==> src/rtl/ldm_stm_seq.sv <==
// LDM/STM block-transfer sequencer: walks a register list lowest-first, one req/ack
// memory beat per register, with an optional base writeback after the last beat.
module ldm_stm_seq (
  input  logic        clk,
  input  logic        Rst,
  input  logic        start,
  input  logic        L,
  input  logic [15:0] Reg_List,
  input  logic [31:0] Base,
  input  logic        U,
  input  logic        P,
  input  logic        W,
  input  logic [3:0]  Rn,
  output logic        busy,
  output logic        done,
  output logic        Mem_Req,
  input  logic        Mem_Ack,
  output logic        Mem_Write,
  output logic [31:0] Mem_Addr,
  output logic [31:0] Mem_WData,
  input  logic [31:0] Mem_RData,
  output logic [3:0]  R_Addr,
  input  logic [31:0] R_Data,
  output logic [3:0]  W_Addr,
  output logic [31:0] W_Data,
  output logic        Write_Reg,
  output logic        Write_PC,
  output logic [31:0] PC_New
);

  typedef enum logic [2:0] {IDLE, CALC, XFER, WB, DONE} state_t;

  state_t      state_q, state_d;
  logic        l_q, u_q, p_q, wb_q;
  logic [3:0]  rn_q;
  logic [15:0] list_q;   // registers still to transfer
  logic [31:0] base_q, addr_q, final_q;

  logic [4:0]  n;
  logic [31:0] n4, start_addr, final_base;
  logic [3:0]  cur_reg;
  logic [15:0] next_list;
  logic        last_beat;

  always_comb begin
    n = '0;
    for (int i = 0; i < 16; i++) n = n + {4'b0, list_q[i]};
    cur_reg = '0;
    for (int i = 15; i >= 0; i--) if (list_q[i]) cur_reg = 4'(i);
  end

  assign n4         = {25'b0, n, 2'b00};
  assign next_list  = list_q & ~(16'(1) << cur_reg);
  assign last_beat  = (next_list == '0);
  assign final_base = u_q ? base_q + n4 : base_q - n4;

  // Lowest register always lands at the lowest address, so decrement modes start low.
  always_comb begin
    case ({u_q, p_q})
      2'b10:   start_addr = base_q;
      2'b11:   start_addr = base_q + 32'd4;
      2'b00:   start_addr = base_q - n4 + 32'd4;
      default: start_addr = base_q - n4;
    endcase
  end

  always_ff @(posedge clk or negedge Rst) begin
    if (!Rst) state_q <= IDLE;
    else      state_q <= state_d;
  end

  always_comb begin
    state_d = state_q;
    case (state_q)
      IDLE: if (start) state_d = CALC;
      CALC: state_d = (n == '0) ? DONE : XFER;
      XFER: if (Mem_Ack && last_beat) state_d = wb_q ? WB : DONE;
      WB:   state_d = DONE;
      DONE: state_d = IDLE;
      default: state_d = IDLE;
    endcase
  end

  always_ff @(posedge clk or negedge Rst) begin
    if (!Rst) begin
      l_q <= 1'b0; u_q <= 1'b0; p_q <= 1'b0; wb_q <= 1'b0;
      rn_q <= '0; list_q <= '0; base_q <= '0; addr_q <= '0; final_q <= '0;
    end else begin
      case (state_q)
        IDLE: if (start) begin
          l_q    <= L;
          u_q    <= U;
          p_q    <= P;
          rn_q   <= Rn;
          list_q <= Reg_List;
          base_q <= {Base[31:2], 2'b00};
          // A loaded base wins over writeback.
          wb_q   <= W & ~(L & Reg_List[Rn]);
        end
        CALC: begin
          addr_q  <= start_addr;
          final_q <= final_base;
        end
        XFER: if (Mem_Ack) begin
          addr_q <= addr_q + 32'd4;
          list_q <= next_list;
        end
        default: ;
      endcase
    end
  end

  // Outputs decode from state only, so an asynchronous reset clears them at once.
  always_comb begin
    busy = (state_q != IDLE);
    done = 1'b0; Mem_Req = 1'b0; Mem_Write = 1'b0;
    Mem_Addr = '0; Mem_WData = '0; R_Addr = '0;
    W_Addr = '0; W_Data = '0; Write_Reg = 1'b0; Write_PC = 1'b0; PC_New = '0;
    case (state_q)
      XFER: begin
        Mem_Req   = 1'b1;
        Mem_Write = ~l_q;
        Mem_Addr  = addr_q;
        Mem_WData = R_Data;
        R_Addr    = cur_reg;
        if (Mem_Ack && l_q) begin
          if (cur_reg == 4'd15) begin
            Write_PC = 1'b1;
            PC_New   = Mem_RData;
          end else begin
            Write_Reg = 1'b1;
            W_Addr    = cur_reg;
            W_Data    = Mem_RData;
          end
        end
      end
      WB: begin
        Write_Reg = 1'b1;
        W_Addr    = rn_q;
        W_Data    = final_q;
      end
      DONE: done = 1'b1;
      default: ;
    endcase
  end

endmodule

==> config.mk <==
export PLATFORM = sky130hd
export DESIGN_NAME = ldm_stm_seq
export DESIGN_NICKNAME = d
export VERILOG_FILES = /design/src/rtl/ldm_stm_seq.sv
export SDC_FILE = /design/constraint.sdc
export NUM_CORES = 1
export LEC_CHECK = 0
export BUFFER_PORTS_ARGS = -buffer_cell sky130_fd_sc_hd__buf_2
export CORE_MARGIN = 8
export CORE_UTILIZATION = 30
export CTS_CLUSTER_DIAMETER = 120
export CTS_CLUSTER_SIZE = 24
export DETAILED_ROUTE_END_ITERATION = 10
export GPL_TIMING_DRIVEN = 0
export PLACE_DENSITY = 0.51
export SYNTH_ARGS = -nofsm -noshare
export SYNTH_HDL_FRONTEND = slang
export SYNTH_SLANG_ARGS = --single-unit
==> constraint.sdc <==
create_clock -name clk -period 9.5 [get_ports clk]
set_input_delay 2.375 -clock clk [delete_from_list [all_inputs] [get_ports clk]]
set_output_delay 2.375 -clock clk [all_outputs]
set_load 0.03 [all_outputs]
== Word-level counts from Yosys, hierarchy flattened ==
Cells that the tools add are included.

* Register bits: 121

* $add $sub $neg: 20
* Order comparisons: 1
* Equal/unequal tests: 10
* Shift operators: 1
* Mux-type cells: 51
* Bitwise gates (word level): 6
* Reductions and logical operators: 13

{| class="wikitable"
|+ Operator list
! operator !! number
|-
| $mux 32 || 9
|-
| $pmux 32 s2 || 2
|-
| $add 32x3->32 const B || 3
|-
| $pmux 32 s3 || 1
|-
| $mux 4 || 19
|-
| $add 5x1->5 || 11
|-
| $add 32x7->32 || 1
|-
| $mux 16 || 2
|-
| $pmux 16 s2 || 1
|-
| $sub 32x7->32 || 1
|-
| $and 16x16->16 || 1
|-
| $logic_not 16->1 || 1
|-
| $not 16->16 || 1
|-
| $shl 1x4->16 const A || 1
|-
| $mux 3 || 4
|-
| $pmux 3 s4 || 1
|-
| $mux 1 || 9
|-
| $pmux 4 s2 || 1
|-
| $eq 3x2->1 const B || 2
|-
| $ne 2x2->1 const B || 3
|-
| $reduce_and 2->1 || 3
|-
| $add 4x1->5 || 1
|-
| $logic_not 5->1 || 1
|-
| $lt 4x5->1 const B || 1
|-
| 17 further kinds || 22
|}

== Depth between registers and ports, before layout ==
* Depth after elaboration: 23
* Depth in mapped cells: 26

== Worst setup path after synthesis ==
Ideal clock, no wire load.

* Path kind: register to register
* Start point: register list_q[11]
* End point: register addr_q[28]
* Arrival time: 6.490 ns
* Path slack: 2.868 ns
* Stages on the path, launching flop included: 27
* Buffers on the path: 3
* Clock period less this slack: 6.632 ns
* Cells stage by stage: dfrtp_1 > fa_1 > inv_1 > fa_1 > inv_1 > fa_1 > inv_1 > fa_1 > inv_1 > ha_1 > inv_1 > fa_1 > nor2b_1 > o21ai_0 > ha_1 > buf_2 > or3b_1 > clkbuf_2 > or3_4 > or4_1 > and3_1 > or3_1 > buf_2 > nor4_4 > mux2_2 > nor3_1 > o221ai_1

* Word-level cells in the longest chain between the ends: 9

{| class="wikitable"
|+ RTL lines
! item !! line !! RTL
|-
| start: declaration || 36 || <nowiki>logic [15:0] list_q;</nowiki>
|-
| start signal: assignment || 95 || <nowiki>list_q <= Reg_List;</nowiki>
|-
| start signal: assignment || 106 || <nowiki>list_q <= next_list;</nowiki>
|-
| $add 5x1->5 (*) (5 in a row) || 47 || <nowiki>for (int i = 0; i < 16; i++) n = n + {4'b0, list_q[i]};</nowiki>
|-
| $sub 32x7->32 (*) || 62, 63 ||
|-
| $add 32x3->32 || 62 || <nowiki>2'b00: start_addr = base_q - n4 + 32'd4;</nowiki>
|-
| $pmux 32 s3 (*) || 59 || <nowiki>case ({u_q, p_q})</nowiki>
|-
| $pmux 32 s2 (*) || 89 || <nowiki>case (state_q)</nowiki>
|-
| end signal: assignment || 101 || <nowiki>addr_q <= start_addr;</nowiki>
|-
| end signal: assignment || 105 || <nowiki>addr_q <= addr_q + 32'd4;</nowiki>
|-
| end: declaration || 37 || <nowiki>logic [31:0] base_q, addr_q, final_q;</nowiki>
|}

Every way passes the cells marked *; elsewhere a longest branch is shown, timed or not.
A chain may end at the register's enable or synchronous reset.

== Worst setup path after layout ==
* Start point: register list_q[7]
* End point: register addr_q[28]

* Word-level cells in the longest chain between the ends: 13

{| class="wikitable"
|+ RTL lines
! item !! line
|-
| $add 5x1->5 (*) (9 in a row) || 47
|-
| $sub 32x7->32 (*) || 62, 63
|-
| $add 32x3->32 || 62
|-
| $pmux 32 s3 (*) || 59
|-
| $pmux 32 s2 (*) || 89
|}

Marked as above.

==> impl_metrics.csv <==
group,metric,value,unit
outcome,status,"complete, no violations",
worst_setup_path,r2r-start,"list_q[7]",
synthesis,synth-edff-count,0,
synthesis,yosysMostFrequentCell,"nand2_1",
grt,antenna_found_initial,2,
clock_tree,ctsHoldBuffers,0,
worst_setup_path,end_kind,"register",
detailed_routing,wl_per_cell,23.2,µm
clock_tree,cts_max_level,4,
sta,setup_viol,0,
placed_design,gp_congestion,0.930,
clock_tree,cts_tree,"yes",
sta,fin_crit,7980,ps
clock_tree,cts_sinks,117,
worst_setup_path,endpoint,"addr_q[28]",
synthesis,synth-xor-area-share,6.43,%
clock_tree,clock_latency,440,ps
clock_tree,numCtsBuffers,17,
detailed_routing,ant_nets,0,
sta,whs,488,ps
detailed_routing,drtIter0Drc,1110,
synthesis,synth.avg_cell_area,7.71,µm²
grt,grt_pass1_wl,73.4,mm
worst_setup_path,critPathSlowestCell,"a2111oi_0",
worst_setup_path,r2r-end,"addr_q[28]",
grt,grt_max_degree,61,
clock_tree,postCtsSetupRepairBufs,0,
clock_tree,clockBufferDepth,2,
layout,final_nets,1834,
worst_setup_path,reg2regPathDepth,24,
synthesis,syn_area,0.0108,mm²
synthesis,synthMuxAreaShare,5.36,%
floorplan,ios,266,
floorplan,die_area,0.0422,mm²
synthesis,synth_cell_types,77,
synthesis,synth_area_leaders,"dfrtp_1 (27%), nand2_1 (5.2%), o21ai_0 (5.0%), xnor2_1 (4.7%), a21oi_1 (4.3%)",
worst_setup_path,cp-start-kind,"register",
worst_setup_path,critical_path.cell_chain,"inv_1 > fa_1 > inv_1 > fa_1 > fa_1 > inv_1 > fa_1 > inv_1 > ha_1 > inv_1 > fa_1 > xor2_1 > inv_1 > ha_1 > nor2b_1 > a2111oi_0 > clkbuf_1 > nor2_1 > a21oi_1 > o2bb2ai_1 > nor4_4 > mux2_2 > nor3_1 > o221ai_1",
worst_setup_path,worstSetupPathType,"reg2reg",
synthesis,synthAdderAreaFrac,4.77,%
detailed_routing,drt_pass1_iterations,5,
synthesis,yosys.area_share.simple,27.3,%
sta,final_hold_viol_count,0,
synthesis,yosysSeqAreaShare,27.2,%
grt,grt_util_all_layers,23.0,%
layout,nFillCells,3818,
grt,grt_pass1_vias,11600,
detailed_routing,drt-total-wl,49.8,mm
synthesis,ys_seq_elements,117,
sta,fin_crit_sh,84.0,%
layout,drive_above_1_share,21.3,%
synthesis,synth_top_area_share,27.2,%
synthesis,yosys-top-cells-count,"nand2_1 (150), dfrtp_1 (117), o21ai_0 (108)",
sta,drv_slew,0,
sta,tightest_slew,1080,ps
sta,slew_headroom,27.3,%
worst_setup_path,cp_data_required_time,9780,ps
worst_setup_path,cp.arrival,8260,ps
worst_setup_path,regToRegSetupSlack,1520,ps
detailed_routing,viasPerCell,5.60,
placed_design,io_buffers,261,
floorplan,core_area,0.0355,mm²
placed_design,hpwl,40.3,mm
worst_setup_path,cp_max_fo,10,
job,cap_violations,0,
synthesis,synth_compound_area_share,23.1,%
detailed_routing,route.detailed.drc,0,
sta,fmax,125,MHz
worst_setup_path,slowest_delay,690,ps
sta,rsz0062_at_grt,"false",
layout,syn2layout_area_growth,23.8,%
detailed_routing,num_vias,12100,
grt,overflow,0,
synthesis,synth_top_family_by_area,"simple AND/OR/NAND/NOR gates",
synthesis,ys.flop_type,"dfrtp_1",
synthesis,synth.largest_area_cell,"dfrtp_1",
floorplan,num_rows,69,
worst_setup_path,cp_common_cell,"inv_1",
synthesis,syn_inst,1395,
floorplan,die_h,205,µm
clock_tree,path_clk_slew,60,ps
synthesis,async_reset_ff_share,100,%
sta,fin_tns_setup,0,ps
worst_setup_path,critPathLaunch,"list_q[7]",
synthesis,yosys_warnings,0,
worst_hold_path,hold_class,"reg2reg",
floorplan,initial_core_util,30.3,%
floorplan,die_width,205,µm
clock_tree,post_cts_resized,0,
clock_tree,clockRootBuffer,"clkbuf_16",
sta,fin_skew,14.4,ps
## cell families (layout without fill, tap and decap cells)
family	Yosys count	count (layout)
muxes	47	47
AOI/OAI and AO/OA	386	386
buffers and inverters	161	455
and+or+nand+nor	570	570
xor gates and xnor gates	79	79
other	1	3
adders and majority gates	34	34
DFF	117	117
## worst min path at each step
stage               slack, ps        start          end  depth (start not counted)
floorplan                 450   final_q[5]   final_q[5]                          2
global placement          470   final_q[4]   final_q[4]                          2
detailed placement        480  final_q[19]  final_q[19]                          2
CTS                       490   final_q[4]   final_q[4]                          2
global route              520  final_q[22]  final_q[22]                          2
finish                    490   final_q[3]   final_q[3]                          2
## critical path: cells and delay by family (launching register included)
kind	cells	cell delay, ps
compound gates	4	1430
xor+xnor	1	340
fa+ha+maj	7	2900
buf+inv	7	940
flops	1	450
mux	1	390
simple gates	4	1360
## metal layers
layer / global-route usage, % / part of all wire (%) / up-vias
met5: 0 / 0 / -
met2: 36.5 / 46 / 442
li1: - / - / 5630
met1: 31.7 / 45 / 5934
met4: 7.74 / 2.8 / 0
met3: 3.32 / 6.1 / 51
## stage by stage
step / instance area [µm²] / setup slack, ps / util, % / cells
2_1_floorplan: 10800 / 2870 / - / 1396
3_3_place_gp: 12600 / 1700 / 35.6 / 2118
3_5_place_dp: 12700 / 1650 / 35.7 / 2119
4_1_cts: 13300 / 1610 / 37.5 / 2151
5_1_grt: 13300 / 1060 / 37.5 / 2152
6_report: 13300 / 1520 / 37.5 / 2152
## state kept, by name, indices dropped and copies added, names as in the netlist
register	count
base_q	30
l_q	1
state_q	3
u_q	1
addr_q	30
list_q	16
rn_q	4
p_q	1
wb_q	1
final_q	30
## cell type report
class | instances | area [µm²] | area share (%)
sequential | 117 | 2930 | 22.0
antenna | 1 | 2.50 | 0.0188
buffer | 109 | 425 | 3.19
tap | 461 | 577 | 4.33
timing repair buffer | 262 | 1340 | 10.1
inverter | 52 | 195 | 1.47
clock inverter | 13 | 180 | 1.35
multi-input combinational | 1118 | 7220 | 54.2
clock buffer | 19 | 453 | 3.40
## layout by cell type, fill, tap and decap left out, types with 10 or more instances in the layout
cell type	instances
a22o_1	43
o31ai_1	10
ha_1	21
clkbuf_1	95
nand4_1	24
inv_1	50
o21ai_0	108
nor2_1	93
a211oi_1	13
a31oi_1	14
dfrtp_1	117
a21oi_1	92
xor2_1	21
buf_2	263
nand3_1	40
mux2_2	34
or4_1	10
nor2b_1	14
nor3_1	49
and2_1	42
and3_1	73
clkbuf_16	17
nand2_1	150
o22ai_1	19
or2_2	10
a21o_1	19
fa_1	12
nor4_1	21
or3_1	16
xnor2_1	58
Power is left out: the tool's default activity adds up to more than one toggle a clock period on the data nets, which glitch-free logic cannot reach.
